$ cat src/rtl/button_conditioner_pkg.sv
// Shared types and defaults for the whack-a-mole button input stage.
// Debounce FSM state encoding plus width helpers used by the interface and RTL.
package whack_pkg;

  typedef enum logic [1:0] {
    S_LOW,
    S_RISE,
    S_HIGH,
    S_FALL
  } deb_state_t;

  localparam int DEFAULT_DEBOUNCE_CYCLES = 5000;
  localparam int DEFAULT_N_BTN           = 4;

  // press_idx width; a single channel still gets a 1-bit index
  function automatic int idx_width(input int n);
    return (n > 1) ? $clog2(n) : 1;
  endfunction

endpackage

$ cat src/rtl/button_conditioner_if.sv
// Button-stage bus: raw buttons and game enable in, debounced levels and press events out.
// btn_release exists only when BTN_RELEASE_PULSE_EN is defined.
interface button_conditioner_if
  import whack_pkg::*;
#(
  parameter int N_BTN = DEFAULT_N_BTN,
  parameter int IDX_W = idx_width(N_BTN)
);

  logic [N_BTN-1:0] btn_raw;
  logic             en;
  logic [N_BTN-1:0] btn_level;
  logic [N_BTN-1:0] btn_press;
  logic             press_valid;
  logic [IDX_W-1:0] press_idx;
  logic             multi_press;
`ifdef BTN_RELEASE_PULSE_EN
  logic [N_BTN-1:0] btn_release;
`endif

  modport master (
    output btn_raw,
    output en,
    input  btn_level,
    input  btn_press,
    input  press_valid,
    input  press_idx,
`ifdef BTN_RELEASE_PULSE_EN
    input  btn_release,
`endif
    input  multi_press
  );

  modport slave (
    input  btn_raw,
    input  en,
    output btn_level,
    output btn_press,
    output press_valid,
    output press_idx,
`ifdef BTN_RELEASE_PULSE_EN
    output btn_release,
`endif
    output multi_press
  );

endinterface

$ cat src/rtl/button_conditioner_debounce_ch.sv
// One button channel: 2-flop synchroniser then a 4-state debounce FSM with a saturating counter.
// level/rise/fall are registered; fall port exists only with BTN_RELEASE_PULSE_EN.
module btn_debounce_ch
  import whack_pkg::*;
#(
  parameter int DEBOUNCE_CYCLES = DEFAULT_DEBOUNCE_CYCLES
) (
  input  logic clk,
  input  logic rst,
  input  logic raw,
  output logic level,
`ifdef BTN_RELEASE_PULSE_EN
  output logic fall,
`endif
  output logic rise
);

  localparam int               CNT_W = $clog2(DEBOUNCE_CYCLES + 1);
  localparam logic [CNT_W-1:0] LAST  = CNT_W'(DEBOUNCE_CYCLES - 1);
  localparam logic [CNT_W-1:0] ONE   = CNT_W'(1);

  logic             meta;
  logic             sync;
  deb_state_t       state;
  logic [CNT_W-1:0] cnt;
  logic             fall_q;

  always_ff @(posedge clk or posedge rst) begin
    if (rst) begin
      meta <= 1'b0;
      sync <= 1'b0;
    end else begin
      meta <= raw;
      sync <= meta;
    end
  end

  // cnt tracks how many consecutive sync samples disagree with the accepted level
  always_ff @(posedge clk or posedge rst) begin
    if (rst) begin
      state  <= S_LOW;
      cnt    <= '0;
      level  <= 1'b0;
      rise   <= 1'b0;
      fall_q <= 1'b0;
    end else begin
      rise   <= 1'b0;
      fall_q <= 1'b0;
      case (state)
        S_LOW: begin
          if (sync) begin
            state <= S_RISE;
            cnt   <= ONE;
          end else begin
            cnt   <= '0;
          end
        end
        S_RISE: begin
          if (!sync) begin
            state <= S_LOW;
            cnt   <= '0;
          end else if (cnt == LAST) begin
            state <= S_HIGH;
            cnt   <= '0;
            level <= 1'b1;
            rise  <= 1'b1;
          end else begin
            cnt   <= cnt + 1'b1;
          end
        end
        S_HIGH: begin
          if (!sync) begin
            state <= S_FALL;
            cnt   <= ONE;
          end else begin
            cnt   <= '0;
          end
        end
        S_FALL: begin
          if (sync) begin
            state  <= S_HIGH;
            cnt    <= '0;
          end else if (cnt == LAST) begin
            state  <= S_LOW;
            cnt    <= '0;
            level  <= 1'b0;
            fall_q <= 1'b1;
          end else begin
            cnt    <= cnt + 1'b1;
          end
        end
        default: begin
          state <= S_LOW;
          cnt   <= '0;
        end
      endcase
    end
  end

`ifdef BTN_RELEASE_PULSE_EN
  assign fall = fall_q;
`endif

endmodule

$ cat src/rtl/button_conditioner.sv
// Whack-a-mole button stage: per-channel debounce, en-gated press pulses, lowest-index hit encoding.
// BTN_RELEASE_PULSE_EN adds en-gated btn_release pulses on debounced falling edges.
module button_conditioner
  import whack_pkg::*;
#(
  parameter int N_BTN           = DEFAULT_N_BTN,
  parameter int DEBOUNCE_CYCLES = DEFAULT_DEBOUNCE_CYCLES
) (
  input logic                 clk,
  input logic                 rst,
  button_conditioner_if.slave bus
);

  localparam int IDX_W = idx_width(N_BTN);

  logic [N_BTN-1:0] level;
  logic [N_BTN-1:0] rise;
  logic [N_BTN-1:0] press;
  logic [IDX_W-1:0] idx;
  logic             en_q;
`ifdef BTN_RELEASE_PULSE_EN
  logic [N_BTN-1:0] fall;
`endif

  for (genvar i = 0; i < N_BTN; i++) begin : g_ch
    btn_debounce_ch #(
      .DEBOUNCE_CYCLES(DEBOUNCE_CYCLES)
    ) u_ch (
      .clk  (clk),
      .rst  (rst),
      .raw  (bus.btn_raw[i]),
      .level(level[i]),
`ifdef BTN_RELEASE_PULSE_EN
      .fall (fall[i]),
`endif
      .rise (rise[i])
    );
  end

  // en is captured on the same edge as rise so the gate reflects en at the accepting edge
  always_ff @(posedge clk or posedge rst) begin
    if (rst) begin
      en_q <= 1'b0;
    end else begin
      en_q <= bus.en;
    end
  end

  assign press = rise & {N_BTN{en_q}};

  always_comb begin
    idx = '0;
    for (int i = N_BTN - 1; i >= 0; i--) begin
      if (press[i]) begin
        idx = IDX_W'(i);
      end
    end
  end

  assign bus.btn_level   = level;
  assign bus.btn_press   = press;
  assign bus.press_valid = |press;
  assign bus.press_idx   = idx;
  assign bus.multi_press = |(press & (press - 1'b1));
`ifdef BTN_RELEASE_PULSE_EN
  assign bus.btn_release = fall & {N_BTN{en_q}};
`endif

endmodule

$ cat src/flat_wrapper.sv
// flat-port wrapper written by rule: the top's interface ports become plain ports
module button_conditioner_flat import whack_pkg::*;
#(
  parameter int N_BTN           = DEFAULT_N_BTN,
  parameter int DEBOUNCE_CYCLES = DEFAULT_DEBOUNCE_CYCLES
)
  (clk, rst, bus_btn_raw, bus_en, bus_btn_level, bus_btn_press, bus_press_valid, bus_press_idx, bus_multi_press);
  button_conditioner_if #(.N_BTN(N_BTN)) bus_i ();
  input logic clk;
  input logic rst;
  input wire logic [$bits(bus_i.btn_raw)-1:0] bus_btn_raw;
  input wire logic [$bits(bus_i.en)-1:0] bus_en;
  output wire logic [$bits(bus_i.btn_level)-1:0] bus_btn_level;
  output wire logic [$bits(bus_i.btn_press)-1:0] bus_btn_press;
  output wire logic [$bits(bus_i.press_valid)-1:0] bus_press_valid;
  output wire logic [$bits(bus_i.press_idx)-1:0] bus_press_idx;
  output wire logic [$bits(bus_i.multi_press)-1:0] bus_multi_press;
  assign bus_i.btn_raw = bus_btn_raw;
  assign bus_i.en = bus_en;
  assign bus_btn_level = bus_i.btn_level;
  assign bus_btn_press = bus_i.btn_press;
  assign bus_press_valid = bus_i.press_valid;
  assign bus_press_idx = bus_i.press_idx;
  assign bus_multi_press = bus_i.multi_press;
  button_conditioner #(.N_BTN(N_BTN), .DEBOUNCE_CYCLES(DEBOUNCE_CYCLES)) u_core (.clk(clk), .rst(rst), .bus(bus_i));
endmodule
$ cat config.mk
export PLATFORM = sky130hd
export DESIGN_NAME = button_conditioner_flat
export DESIGN_NICKNAME = d
export VERILOG_FILES = /design/src/rtl/button_conditioner_pkg.sv /design/src/rtl/button_conditioner_if.sv /design/src/rtl/button_conditioner_debounce_ch.sv /design/src/rtl/button_conditioner.sv /design/src/flat_wrapper.sv
export SDC_FILE = /design/constraint.sdc
export NUM_CORES = 1
export LEC_CHECK = 0
export CAP_MARGIN = 40
export CORE_UTILIZATION = 62
export CTS_CLUSTER_DIAMETER = 40
export DETAILED_ROUTE_END_ITERATION = 8
export GPL_ROUTABILITY_DRIVEN = 0
export HOLD_SLACK_MARGIN = 0.03
export PLACE_DENSITY = 0.92
export SLEW_MARGIN = 20
export SYNTH_ARGS = -nofsm -noshare
export SYNTH_HDL_FRONTEND = slang
export SYNTH_SLANG_ARGS = --single-unit
$ cat constraint.sdc
create_clock -name clk -period 5.4 [get_ports clk]
set_clock_uncertainty 0.2 [all_clocks]
set_input_delay 1.62 -clock clk [delete_from_list [all_inputs] [get_ports clk]]
set_output_delay 1.62 -clock clk [all_outputs]
set_load 0.01 [all_outputs]
# Yosys cells after proc, flatten, opt, wreduce, memory -nomap -nowiden
# Cells that the tools add are included.
# totals
output_inout_bits	12
inputBits	7
regBits	77
# classes
n_addsub	5
bitwise_logic	2
n_eq_ne	48
n_reduce_logical	18
n_mux	88
# op_table
op	count
$pmux W13 S4	4
$mux W13	12
$mux W2	28
$add A13 B1 Y13 const B	4
$eq A13 B13 Y1 const B	4
$ne A2 B2 Y1 const B	24
$mux W1	36
$pmux W2 S4	4
$ne A3 B3 Y1 const B	8
$reduce_and A5 Y1	4
$eq A2 B2 Y1 const B	8
$reduce_and A4 Y1	4
$and A4 B4 Y4	2
$eq A2 B1 Y1 const B	4
$logic_not A2 Y1	4
$pmux W1 S2	4
$reduce_bool A2 Y1	4
$reduce_or A4 Y1	2
$sub A4 B1 Y4 const B	1

# Logic depth before layout (Yosys ltp)
# logic_depth
depth_word	5
mapped_depth	6
mapped_depth_nobuf	5

# By module
# Synthesis repeated with hierarchy kept, for this count alone.
# unflattened
cells_unflattened	352
area_unflattened_um2	3936.3
# modules_own_cells
mod	cells_each	area_each_um2	instances	seq_area_each_um2
btn_debounce_ch at u_core.g_ch[0].u_ch ...	85	970.9	3	475.5
btn_debounce_ch at u_core.g_ch[3].u_ch	81	904.6	1	475.5
button_conditioner	16	118.9	1	25.0

# Least setup slack after synthesis
# Ideal clock, no wire load.
# synth_timing
path_kind	flip-flop to output port
from	register u_core.g_ch[2].u_ch.rise
to	output port bus_press_valid
required_ps	3580
arrival_time_ps	1162
path_slack_ps	2418
stages_incl_launch_ff	3
path_buffers	0
path_cell_list	dfrtp_1 -> and2_1 -> or4_1
# synth_via
elab_chain_len	2
# synth_rtl
item	line_no	source
from (decl)	button_conditioner_debounce_ch.sv:15	output logic rise
from (signal assigned)	button_conditioner_debounce_ch.sv:44	rise <= 1'b0;
from (signal assigned)	button_conditioner_debounce_ch.sv:47	rise <= 1'b0;
from (signal assigned)	button_conditioner_debounce_ch.sv:66	rise <= 1'b1;
$and A4 B4 Y4	button_conditioner.sv:49	assign press = rise & {N_BTN{en_q}};
net bus_btn_press[2]	flat_wrapper.sv:14	output wire logic [$bits(bus_i.btn_press)-1:0] bus_btn_press;
$reduce_or A4 Y1	button_conditioner.sv:62	assign bus.press_valid = |press;
to (decl)	flat_wrapper.sv:15	output wire logic [$bits(bus_i.press_valid)-1:0] bus_press_valid;
# The timed path passes the listed nets, and every way through them passes these cells.

# Worst setup path after layout
# layout_timing
from	register u_core.g_ch[2].u_ch.rise
to	output port bus_press_valid
# layout_via
elab_chain_len	2
# layout_rtl
item	line_no
$and A4 B4 Y4	button_conditioner.sv:49
$reduce_or A4 Y1	button_conditioner.sv:62
# No other way between the ends.

==> summary.txt <==
Outcome
  – Outcome: finished, final reports clean

Die
  – Die area: 6030 um2
  – Die X: 77.6 um
  – Num rows: 27
  – Initial Util: 64.4%
  – Chip height: 77.6 um
  – Core box area: 5510 um2
  – Ports: 19

Clock network
  – H-tree depth: 3
  – CTS sink count: 77
  – Clock buffer count from CTS: 9
  – Clk root buf: clkbuf_8
  – Hold buffers post-CTS: 0
  – Clk Latency, worst-skew pair: 340 ps
  – Post_cts resized: 0
  – CTS Buffer Depth: 2
  – Clock transition at path regs: 80 ps
  – CTS tree: done
  – Setup Buffers After CTS: 0

Detailed routing
  – DRT iter0 DRCs: 156
  – Wire per inst: 14.2 um
  – Drt via density: 5.66
  – Pre-antenna DRT Iters: 4
  – Vias: 2,478
  – DRT antenna net count: 0
  – Post-Route WL: 6220 um
  – DRC viols: 0

Synth
  – Async SR Flop Fraction: 100%
  – Primary FF master, synth: dfrtp_1
  – Leading area contributor after synthesis: dfrtp_1
  – Post-synthesis cell count: 340
  – Post-Syn Area: 3550 um2
  – Area contributors post-synth: dfrtp_1 54%, xnor2_1 8.9%, nor2_1 6.6%, xor2_1 3.0%, nand3_1 2.4%
  – Fraction of the yosys area taken by sequential cells: 54.3%
  – Yosys reg bits: 77
  – Synthesized area per cell: 10.4 um2
  – Synth top area share: 54.3%
  – Post-synth net total: 351
  – Synth warn: 0
  – Yosys cell types: 44
  – EDFF count, synth: 0

GRT
  – Number of global-route vias before repair: 2,447
  – Grt total ovfl: 0
  – Largest net degree at the start of global routing: 42
  – First-pass GRT wire length: 10,800 um
  – Overall Global Routing Usage: 23.1%
  – Initial antenna violation count: 1

Placed design
  – Post-DP HPWL: 4270 um
  – Setup WS pre-CTS: 1990 ps
  – Number of port buffers: 18

Final layout
  – Antenna Cells: 0
  – Layout cell share with drive strength beyond 1: 8.20%
  – Area grow syn2layout: 12.9%
  – Filler cells: 372
  – Layout net count: 373

Timing
  – Slack of the critical path: 1620 ps
  – Fin. max-slew vios: 0
  – Final setup TNS: 0 ps
  – Endpoints failing setup: 0
  – Final hold vios: 0
  – Final Cycle Share: 70.1%
  – Final min period: 3780 ps
  – Unrepaired setup endpoints after global routing: false
  – Measured slew at the worst slew-check pin: 474 ps
  – Hold Slack: 152 ps
  – Slew headroom: 68.4%
  – Fmax achieved: 264 MHz

Critical path
  – Setup slack, reg-to-reg: 3240 ps
  – CP max stage cell: or4_1
  – RR Endpoint: u_core.g_ch[3].u_ch.cnt[2]$_DFF_PP0_
  – FF-to-FF path depth: 4
  – WP data required: 3580 ps
  – R2r startpoint: u_core.g_ch[3].u_ch.cnt[3]$_DFF_PP0_
  – Cell family with most CP delay: simple AND/OR/NAND/NOR gates
  – WS Path Type: flip-flop to primary output
  – Element type at the critical path start: flip-flop
  – Setup crit end kind: primary output
  – Worst-path cell chain: and2_1, or4_1, clkdlybuf4s50_1
  – CP max stage delay: 520 ps
  – Crit path DAT: 1960 ps
  – WP buf/inv: 1
  – CP Max Fanout: 4

Pwr
  – Pwr/cell area: 269 nW/um2
  – Leak: 1.65 nW
  – Maximum VDD drop: 0.000245 V

Job
  – Total of max-cap violations: 0

Hold path
  – Worst hold stages: 0
  – Hold Path Class: flip-flop to flip-flop
  – HP Start: u_core.g_ch[0].u_ch.meta$_DFF_PP0_
  – Worst hold endpoint: u_core.g_ch[0].u_ch.sync$_DFF_PP0_
## metrics by stage
stage	instance area (um2)	power, mW	instances	utilization [%]
floorplan	3550	0.628	340	-
global placement	3770	0.638	422	68.5
detailed placement	3770	0.640	422	68.5
CTS	3980	1.08	437	72.3
global route	4010	1.12	438	72.8
finish	4010	1.08	438	72.8
## state kept, by name, summed over array words and instances (netlist names), named ones only
| name | cells |
|---|---|
| u_core.en_q | 1 |
| u_core.g_ch.u_ch.cnt | 52 |
| u_core.g_ch.u_ch.level | 4 |
| u_core.g_ch.u_ch.meta | 4 |
| u_core.g_ch.u_ch.rise | 4 |
| u_core.g_ch.u_ch.state | 4 |
| u_core.g_ch.u_ch.sync | 4 |
## power by group
group | total (mW) | switching [mW] | internal [mW]
combinational | 0.0378 | 0.0239 | 0.0140
clock | 0.446 | 0.197 | 0.249
sequential | 0.594 | 0.00842 | 0.585
total | 1.08 | 0.230 | 0.848
## worst max path at each step
stage / cells past startpoint / end / from
2_1_floorplan: 1 / asynchronous set/reset pin / rst
3_3_place_gp: 3 / bus_press_valid / u_core.g_ch[2].u_ch.rise$_DFF_PP0_
3_5_place_dp: 3 / bus_press_valid / u_core.g_ch[2].u_ch.rise$_DFF_PP0_
4_1_cts: 3 / bus_press_valid / u_core.g_ch[2].u_ch.rise$_DFF_PP0_
5_1_grt: 3 / bus_press_valid / u_core.g_ch[2].u_ch.rise$_DFF_PP0_
6_report: 3 / bus_press_valid / u_core.g_ch[2].u_ch.rise$_DFF_PP0_
## synth_stat cells, types with 2 or more instances
| cell | n |
|---|---|
| inv_1 | 12 |
| nor4_2 | 2 |
| dfrtp_1 | 77 |
| nand4_1 | 10 |
| nand2_1 | 19 |
| a21oi_1 | 3 |
| nand3b_1 | 3 |
| xnor2_1 | 36 |
| nor3_1 | 14 |
| or3b_2 | 2 |
| and2_1 | 6 |
| nor2_1 | 62 |
| and4_1 | 2 |
| or4_1 | 2 |
| nor2b_1 | 2 |
| a211o_1 | 3 |
| nand3_1 | 17 |
| buf_2 | 2 |
| buf_4 | 5 |
| nand2b_1 | 2 |
| or4_4 | 3 |
| ha_1 | 4 |
| nor4_1 | 9 |
| a21boi_0 | 2 |
| nand4b_1 | 2 |
| xor2_1 | 12 |
| and3_1 | 5 |
| o21ai_0 | 3 |
| o21a_1 | 3 |
| clkbuf_1 | 2 |
## cell families (layout without fill, tap and decap cells)
group	count (synthesis)	after routing	synth area share [%]
simple gates	170	170	25.3
flops	77	77	54.3
xor+xnor	48	48	11.9
buf+inv	21	47	2.82
compound gates	17	17	3.28
fa+ha+maj	5	5	1.69
mux	2	2	0.741
## worst register-to-register path, stage by stage (launching register included)
cell,delay (ps)
dfrtp_1,430
or4b_4,570
nor4_1,300
nand3b_1,420
nor2_1,100
## area by class of cell
| cell class | instances | area (um2) | area share [%] |
|---|---|---|---|
| multi-input cells | 242 | 1520 | 37.9 |
| clock inverters | 3 | 43.8 | 1.09 |
| repair buffers | 20 | 215 | 5.37 |
| well taps | 72 | 90.1 | 2.25 |
| flip-flops and latches | 77 | 1930 | 48.1 |
| inverters | 12 | 45.0 | 1.12 |
| clock buffers | 12 | 165 | 4.12 |
## layer usage
| metal | wire length [um] | GRT usage [%] |
|---|---|---|
| met4 | 82 | 5.66 |
| met3 | 317 | 7.65 |
| met1 | 2830 | 29.8 |
| met2 | 2980 | 37.7 |
| met5 | 12 | 0 |
## placed cells by master, fill, tap and decap left out, drive strengths merged, types with 3 or more instances in the layout
cell type       n
dfrtp          77
nor2           62
xnor2          36
nand2          19
clkdlybuf4s50  18
nand3          17
nor3           15
xor2           12
clkbuf         12
inv            12
nor4           11
nand4          10
and2            6
and3            5
or4             5
ha              4
a21oi           3
nand3b          3
o21a            3
o21ai           3
a211o           3
(Power assumes the default switching activity.)
